--- config.mk ---
export PLATFORM = sky130hd
export DESIGN_NAME = mem_access_unit
export DESIGN_NICKNAME = d
export VERILOG_FILES = /design/src/rtl/mem_access_unit_pkg.sv /design/src/rtl/mem_lane_align.sv /design/src/rtl/mem_access_unit.sv
export SDC_FILE = /design/constraint.sdc
export NUM_CORES = 1
export LEC_CHECK = 0
export BUFFER_PORTS_ARGS = -buffer_cell sky130_fd_sc_hd__clkbuf_2
export CAP_MARGIN = 10
export CORE_ASPECT_RATIO = 1.2
export CORE_UTILIZATION = 55
export DETAILED_ROUTE_END_ITERATION = 8
export GPL_TIMING_DRIVEN = 0
export PLACE_DENSITY = 0.95
export SKIP_CTS_REPAIR_TIMING = 1
export SYNTH_ARGS = -nofsm -noshare
export SYNTH_HDL_FRONTEND = slang
export SYNTH_SLANG_ARGS = --single-unit
--- constraint.sdc ---
create_clock -name clka -period 4.6 [get_ports clka]
set_input_delay 0.69 -clock clka [delete_from_list [all_inputs] [get_ports clka]]
set_output_delay 0.69 -clock clka [all_outputs]
set_load 0.01 [all_outputs]
--- src/rtl/mem_access_unit_pkg.sv ---
// Shared definitions for the MEM-stage load/store unit: access sizes, FSM states
// and the alignment rule.
package mem_access_unit_pkg;

  localparam logic [1:0] SIZE_BYTE = 2'b00;
  localparam logic [1:0] SIZE_HALF = 2'b01;
  localparam logic [1:0] SIZE_WORD = 2'b10;

  typedef enum logic [1:0] {
    ST_IDLE,
    ST_RD,
    ST_WR,
    ST_RESP
  } state_t;

  // size=11 is never legal; half needs an even address, word a 4-byte one.
  function automatic logic is_misaligned(input logic [1:0] size, input logic [1:0] lane);
    logic mis;
    case (size)
      SIZE_BYTE: mis = 1'b0;
      SIZE_HALF: mis = lane[0];
      SIZE_WORD: mis = (lane != 2'b00);
      default:   mis = 1'b1;
    endcase
    return mis;
  endfunction

endpackage

--- src/rtl/mem_lane_align.sv ---
// Byte-lane steering for a 32-bit little-endian word: extracts and extends load
// data, and merges sub-word store data into the word read back from RAM.
module mem_lane_align
  import mem_access_unit_pkg::*;
(
  input  logic [31:0] word,
  input  logic [1:0]  lane,
  input  logic [1:0]  size,
  input  logic        is_unsigned,
  input  logic [31:0] wdata,
  output logic [31:0] load_data,
  output logic [31:0] store_word
);

  logic [7:0]  byte_sel;
  logic [15:0] half_sel;

  always_comb begin
    byte_sel   = word[{lane, 3'b000} +: 8];
    half_sel   = word[{lane[1], 4'b0000} +: 16];
    load_data  = word;
    store_word = wdata;
    case (size)
      SIZE_BYTE: begin
        load_data  = {{24{byte_sel[7] & ~is_unsigned}}, byte_sel};
        store_word = word;
        store_word[{lane, 3'b000} +: 8] = wdata[7:0];
      end
      SIZE_HALF: begin
        load_data  = {{16{half_sel[15] & ~is_unsigned}}, half_sel};
        store_word = word;
        store_word[{lane[1], 4'b0000} +: 16] = wdata[15:0];
      end
      default: ;
    endcase
  end

endmodule

--- src/rtl/mem_access_unit.sv ---
// MEM-stage load/store unit in front of ram_datos: byte-addressed requests become
// RAM read, write or read-modify-write cycles with a one-cycle completion pulse.
module mem_access_unit
  import mem_access_unit_pkg::*;
#(
  parameter int DATA_W = 32,
  parameter int ADDR_W = 10
) (
  input  logic              clka,
  input  logic              rsta_n,
  input  logic              req_valid,
  output logic              req_ready,
  input  logic              req_we,
  input  logic [1:0]        req_size,
  input  logic              req_unsigned,
  input  logic [ADDR_W+1:0] req_addr,
  input  logic [DATA_W-1:0] req_wdata,
  output logic              rsp_valid,
  output logic              rsp_err,
  output logic [DATA_W-1:0] rsp_rdata,
  output logic [ADDR_W-1:0] ram_addra,
  output logic [DATA_W-1:0] ram_dina,
  output logic              ram_wea,
  output logic              ram_ena,
  input  logic [DATA_W-1:0] ram_douta
);

  state_t state_q, state_d;

  logic              we_q;
  logic [1:0]        size_q;
  logic              uns_q;
  logic              err_q;
  logic [ADDR_W+1:0] addr_q;
  logic [DATA_W-1:0] rdata_q;
  logic [DATA_W-1:0] wbuf_q;

  logic [DATA_W-1:0] load_data;
  logic [DATA_W-1:0] store_word;
  logic              req_mis;

  assign req_mis = is_misaligned(req_size, req_addr[1:0]);

  // wbuf_q doubles as the captured store data until the RD cycle merges into it.
  mem_lane_align u_align (
    .word        (ram_douta),
    .lane        (addr_q[1:0]),
    .size        (size_q),
    .is_unsigned (uns_q),
    .wdata       (wbuf_q),
    .load_data   (load_data),
    .store_word  (store_word)
  );

  always_ff @(posedge clka) begin
    if (!rsta_n) state_q <= ST_IDLE;
    else         state_q <= state_d;
  end

  always_comb begin
    state_d = state_q;
    case (state_q)
      ST_IDLE: begin
        if (req_valid) begin
          if (req_mis)                              state_d = ST_RESP;
          else if (req_we && req_size == SIZE_WORD) state_d = ST_WR;
          else                                      state_d = ST_RD;
        end
      end
      ST_RD:   state_d = we_q ? ST_WR : ST_RESP;
      ST_WR:   state_d = ST_IDLE;
      ST_RESP: state_d = ST_IDLE;
      default: state_d = ST_IDLE;
    endcase
  end

  always_comb begin
    req_ready = (state_q == ST_IDLE) && rsta_n;
    ram_ena   = (state_q == ST_RD);
    ram_wea   = (state_q == ST_WR);
    ram_dina  = (state_q == ST_WR) ? wbuf_q : '0;
    ram_addra = addr_q[ADDR_W+1:2];
    rsp_valid = (state_q == ST_WR) || (state_q == ST_RESP);
    rsp_err   = (state_q == ST_RESP) && err_q;
    rsp_rdata = (state_q == ST_RESP) ? rdata_q : '0;
  end

  always_ff @(posedge clka) begin
    if (!rsta_n) begin
      we_q    <= 1'b0;
      size_q  <= '0;
      uns_q   <= 1'b0;
      err_q   <= 1'b0;
      addr_q  <= '0;
      rdata_q <= '0;
      wbuf_q  <= '0;
    end else begin
      case (state_q)
        ST_IDLE: begin
          if (req_valid) begin
            we_q    <= req_we;
            size_q  <= req_size;
            uns_q   <= req_unsigned;
            err_q   <= req_mis;
            addr_q  <= req_addr;
            rdata_q <= '0;
            wbuf_q  <= req_wdata;
          end
        end
        ST_RD: begin
          if (we_q) wbuf_q  <= store_word;
          else      rdata_q <= load_data;
        end
        default: ;
      endcase
    end
  end

endmodule

# After elaboration in Yosys (flattened, before gate mapping)
# Index checks and enable logic that the tools add are counted.
# word_totals
register_bits	83
inputBits	83
out_inout_bits	79
word_cells	60
# op_classes
add_sub_neg	2
n_eq_ne	10
shift	6
muxes	18
bitwise	3
n_reduce_logical	13
# op_table
operator	count
case mux 32 bit (2 select lines)	4
2-to-1 mux 32 bit	6
bitwise mux 32 bit	2
variable shift 16 x 7 -> 32 bit, first input constant	1
variable shift 8 x 7 -> 32 bit, first input constant	1
variable part select 16 x 7 -> 32 bit	1
variable part select 32 x 6 -> 16 bit	1
variable part select 32 x 6 -> 8 bit	1
variable part select 8 x 7 -> 32 bit	1
negator 5 -> 7 bit	2
== test 2 x 1 -> 1 bit, second input constant	3
== test 2 bit, second input constant	3
zero test 2 bit	3
2-to-1 mux 2 bit	3
case mux 2 bit (3 select lines)	1
inequality test 2 bit, second input constant	2
AND reduction 4 bit	1
nonzero test 2 bit	2
logical AND 1 bit	3
inequality test 3 x 1 -> 1 bit, second input constant	1
case mux 1 bit (3 select lines)	1
AND reduction 3 bit	1
bitwise AND 1 bit	2
inequality test 2 x 1 -> 1 bit, second input constant	1
5 further kinds	5

# Depth between registers and ports, before layout
# depth
word_depth	6
ltp_mapped	9
ltp_nobuf	6

# Cells and area by module
# Synthesis repeated with hierarchy kept, for this count alone.
# hier_totals
cells_unflattened	644
hier_area_um2	5385.2
# by_module_without_submodules
module	instances	cells_each	area_per_inst_um2	seq_area_each_um2
mem_access_unit	1	366	3666.0	1661.6
mem_lane_align	1	278	1719.1	0.0

# Least setup slack after synthesis
# OpenSTA, ideal clock, no wires.
# synth_path
path_kind	input -> output
start	in rsta_n
end	out req_ready
arrival_time_ns	1.510
t_required_ns	3.910
setup_slack_ns	2.400
stages	3
n_path_buf	2
cell_sequence	clkbuf_1 > clkbuf_1 > nor3b_1
# synth_via
elab_chain_cells	1
# synth_lines
element	line_no	text
from (decl)	mem_access_unit.sv:10	input logic rsta_n,
logical AND 1 bit	mem_access_unit.sv:78	req_ready = (state_q == ST_IDLE) && rsta_n;
to (decl)	mem_access_unit.sv:12	output logic req_ready,
# No other way between the ends.

# Worst setup path after layout
# Same ends and word-level chain as after synthesis.

==> metrics.md <==
| Metric | Value |
|---|---|
| Cell Chain, Critical Path | `clkbuf_2 -> clkbuf_1 -> clkbuf_1 -> nor3b_1 -> clkbuf_2` |
| # IOs | `162` |
| P_int | `1.32 mW` |
| Final non-filler cell total | `879` |
| Utilization after layout | `0.711` |
| # setup viols final | `0` |
| CP required | `3.91 ns` |
| Most common cell after layout, fill and taps aside | `clkbuf_2` |
| Synthesis-to-finish area growth | `23.7%` |
| Setup ws final | `1.69 ns` |
| Chip width | `88.8 µm` |
| Placed Cells | `863` |
| Hold path startpoint | `rdata_q[3]$_SDFFE_PN0P_` |
| Most Used Layer, Global Route | `met2` |
| Worst-margin pin slew | `0.720 ns` |
| Post-synth EDFFs | `0` |
| Largest net degree at the start of global routing | `15` |
| FF+latch area | `1660 µm²` |
| Power, Total | `1.95 mW` |
| GR Util All Layers | `0.360` |
| Netlist cell types | `44` |
| Asr flop ratio synth | `0` |
| DRT antenna net count | `0` |
| Fmax | `343 MHz` |
| Final hold violation count | `0` |
| Share of layout cells above drive strength 1 | `0.283` |
| IO buf count | `161` |
| Die Area | `9430 µm²` |
| Worst hold-check path type | `register to register` |
| Max stage delay cell, worst path | `clkbuf_1` |
| M2 GR Usage | `0.581` |
| Seq pwr share | `0.437` |
| R2R setup slack | `1.96 ns` |
| Die outline height | `106 µm` |
| Vias post-DR | `5518` |
| Number of global-route vias before repair | `5281` |
| Initial antenna violation count | `0` |
| Fin crit share | `0.634` |
| Total congestion overflow | `0` |
| Critical path fanouts, max | `10` |
| Met3 Resource Use GR | `0.0738` |
| Avg Cell Area, Syn | `8.50 µm²` |
| Area of the multi-input gates | `2960 µm²` |
| Layout Nets | `845` |
| Worst VDD drop | `0.000211 V` |
| Worst reg-to-reg path cell count | `9` |
| Synth Net Count | `673` |
| Syn Std Cell Area | `4970 µm²` |
| # rows | `37` |
| H-tree levels | `3` |
| Slew Limit Fails | `0` |
| Post-synthesis sequential area ratio | `0.334` |
| Met1 GRT Util | `0.422` |
| Slowest stage delay, CP | `0.53 ns` |
| Clock share of power | `0.303` |
| Crit path kind | `input port to output pin` |
| Cells after Synth | `585` |
| GPL Wtd Cong | `0.979` |
| #FFs+latches synth | `83` |
| CTS max path bufs | `2` |
| Clock transition at the registers of the reported paths | `0.08 ns` |
| Max-Cap Viols | `0` |
| Switching Power | `0.639 mW` |
| CTS tree | `built` |
| First-pass GRT wire length | `25800 µm` |
| Final WL | `16700 µm` |
| Finished Cell Area | `6150 µm²` |
| Place WS | `1.76 ns` |
| Initial Utilization | `0.575` |
| Vias per cell | `6.28` |
| Hold Path Stages | `1` |
| Pwr dens | `318 nW/µm²` |
| Logic pwr share | `0.261` |
| Status | `finished clean` |
| DP HPWL | `12700 µm` |
| Reg2Reg Capture Point | `wbuf_q[31]$_SDFFE_PN0P_` |
| DRT iter0 DRCs | `499` |
| Clk sinks | `83` |
| Type of origin of the critical path | `input port` |
| Pleak | `2.84 nW` |
| Unrepaired setup endpoints after global routing | `no` |
| Placed Area | `5930 µm²` |
| Worst setup EP type | `output pin` |
| Clk root buf | `clkbuf_8` |
| Number of clock buffers inserted by TritonCTS | `9` |
| Sw frac | `0.327` |
| DRT Pass-1 Iters | `6` |
| Core Area | `8660 µm²` |
| Worst slew margin | `0.520` |
| Antenna Cells | `0` |
| Detailed-route DRC error count | `0` |
| WL per Instance | `19.0 µm` |
| Most frequent cells in the layout | `clkbuf_2, dfxtp_1, nand2_1` |
| Main synth FF type | `dfxtp_1` |
| Hold slack | `0.458 ns` |
| RR Startpoint | `addr_q[1]$_SDFFE_PN0P_` |
| Min-Delay Endpoint | `rdata_q[3]$_SDFFE_PN0P_` |
| Fillers | `696` |
| Tmin final | `2.91 ns` |
| Crit. Startpoint | `rsta_n` |
| Fin Setup TNS | `0 ns` |
| Worst-Skew Late Latency | `0.37 ns` |
| Ys Warns | `0` |
| CP arrival | `2.22 ns` |
| Final Skew | `0.0110 ns` |
## flip-flops by register name, summed over array words and instances (netlist names)
register	count
addr_q	12
we_q	1
uns_q	1
rdata_q	32
size_q	2
state_q	2
err_q	1
wbuf_q	32
## cells in the mapped netlist, drive strengths merged (5+ instances only)
cell type   n  area [µm²]
a221oi     19         166
nand2      60         225
a21oi      19        95.1
o21ai      28         140
ha          5        62.6
or3         8        50.1
and2       36         225
a221o      24         253
inv        13        48.8
a31oi      23         144
o221ai     11        96.3
nor2        7        26.3
nand2b     34         213
nor2b       5        31.3
a32o       16         160
mux2        8        90.1
dfxtp      83        1660
a211o      16         140
and3       34         213
a21boi     17         128
clkbuf     41         154
mux2i      23         230
buf        25         151
## worst max-delay path by stage
stage                         to  slack (ns)  cells after the start
floorplan              req_ready        2.40                      3
global placement       req_ready        1.76                      5
detailed placement     req_ready        1.76                      5
CTS                    req_ready        1.75                      5
global route        ram_dina[12]        1.58                      5
finish                 req_ready        1.69                      5
## cells by family after synthesis
| family | after synthesis | synth area share |
|---|---|---|
| compound gates | 190 | 0.297 |
| buf+inv | 79 | 0.0712 |
| mux | 31 | 0.0644 |
| simple gates | 197 | 0.221 |
| fa+ha+maj | 5 | 0.0126 |
| flops | 83 | 0.334 |
## critical path, delay by kind of cell
family / cells / cell delay [ns]
and+or+nand+nor: 1 / 0.25
buffers and inverters: 4 / 1.27
## metal layers
| metal | part of all wire | up-vias | routed length [µm] |
|---|---|---|---|
| li1 | - | 2519 | - |
| met1 | 0.38 | 2542 | 6270 |
| met2 | 0.47 | 372 | 7880 |
| met3 | 0.089 | 85 | 1490 |
| met4 | 0.062 | 0 | 1040 |
| met5 | 0 | - | 0 |
## cell type report
cell class,count,area share
repair buffers,161,0.131
inverters,13,0.00793
clock inverters,6,0.0144
multi-input cells,423,0.481
well taps,117,0.0238
plain buffers,66,0.0496
clock buffers,10,0.0224
flip-flops and latches,83,0.270
## power groups by stage
| stage | Clock [mW] | Combinational, mW | Sequential (mW) |
|---|---|---|---|
| after CTS | 0.599 | 0.499 | 0.849 |
| after detailed placement | 0 | 0.494 | 0.866 |
| final | 0.592 | 0.510 | 0.854 |
| after global placement | 0 | 0.476 | 0.862 |
| after floorplan | 0 | 0.335 | 0.840 |
| after global routing | 0.626 | 0.555 | 0.859 |
Note: power is estimated with default switching activity, not from simulation.
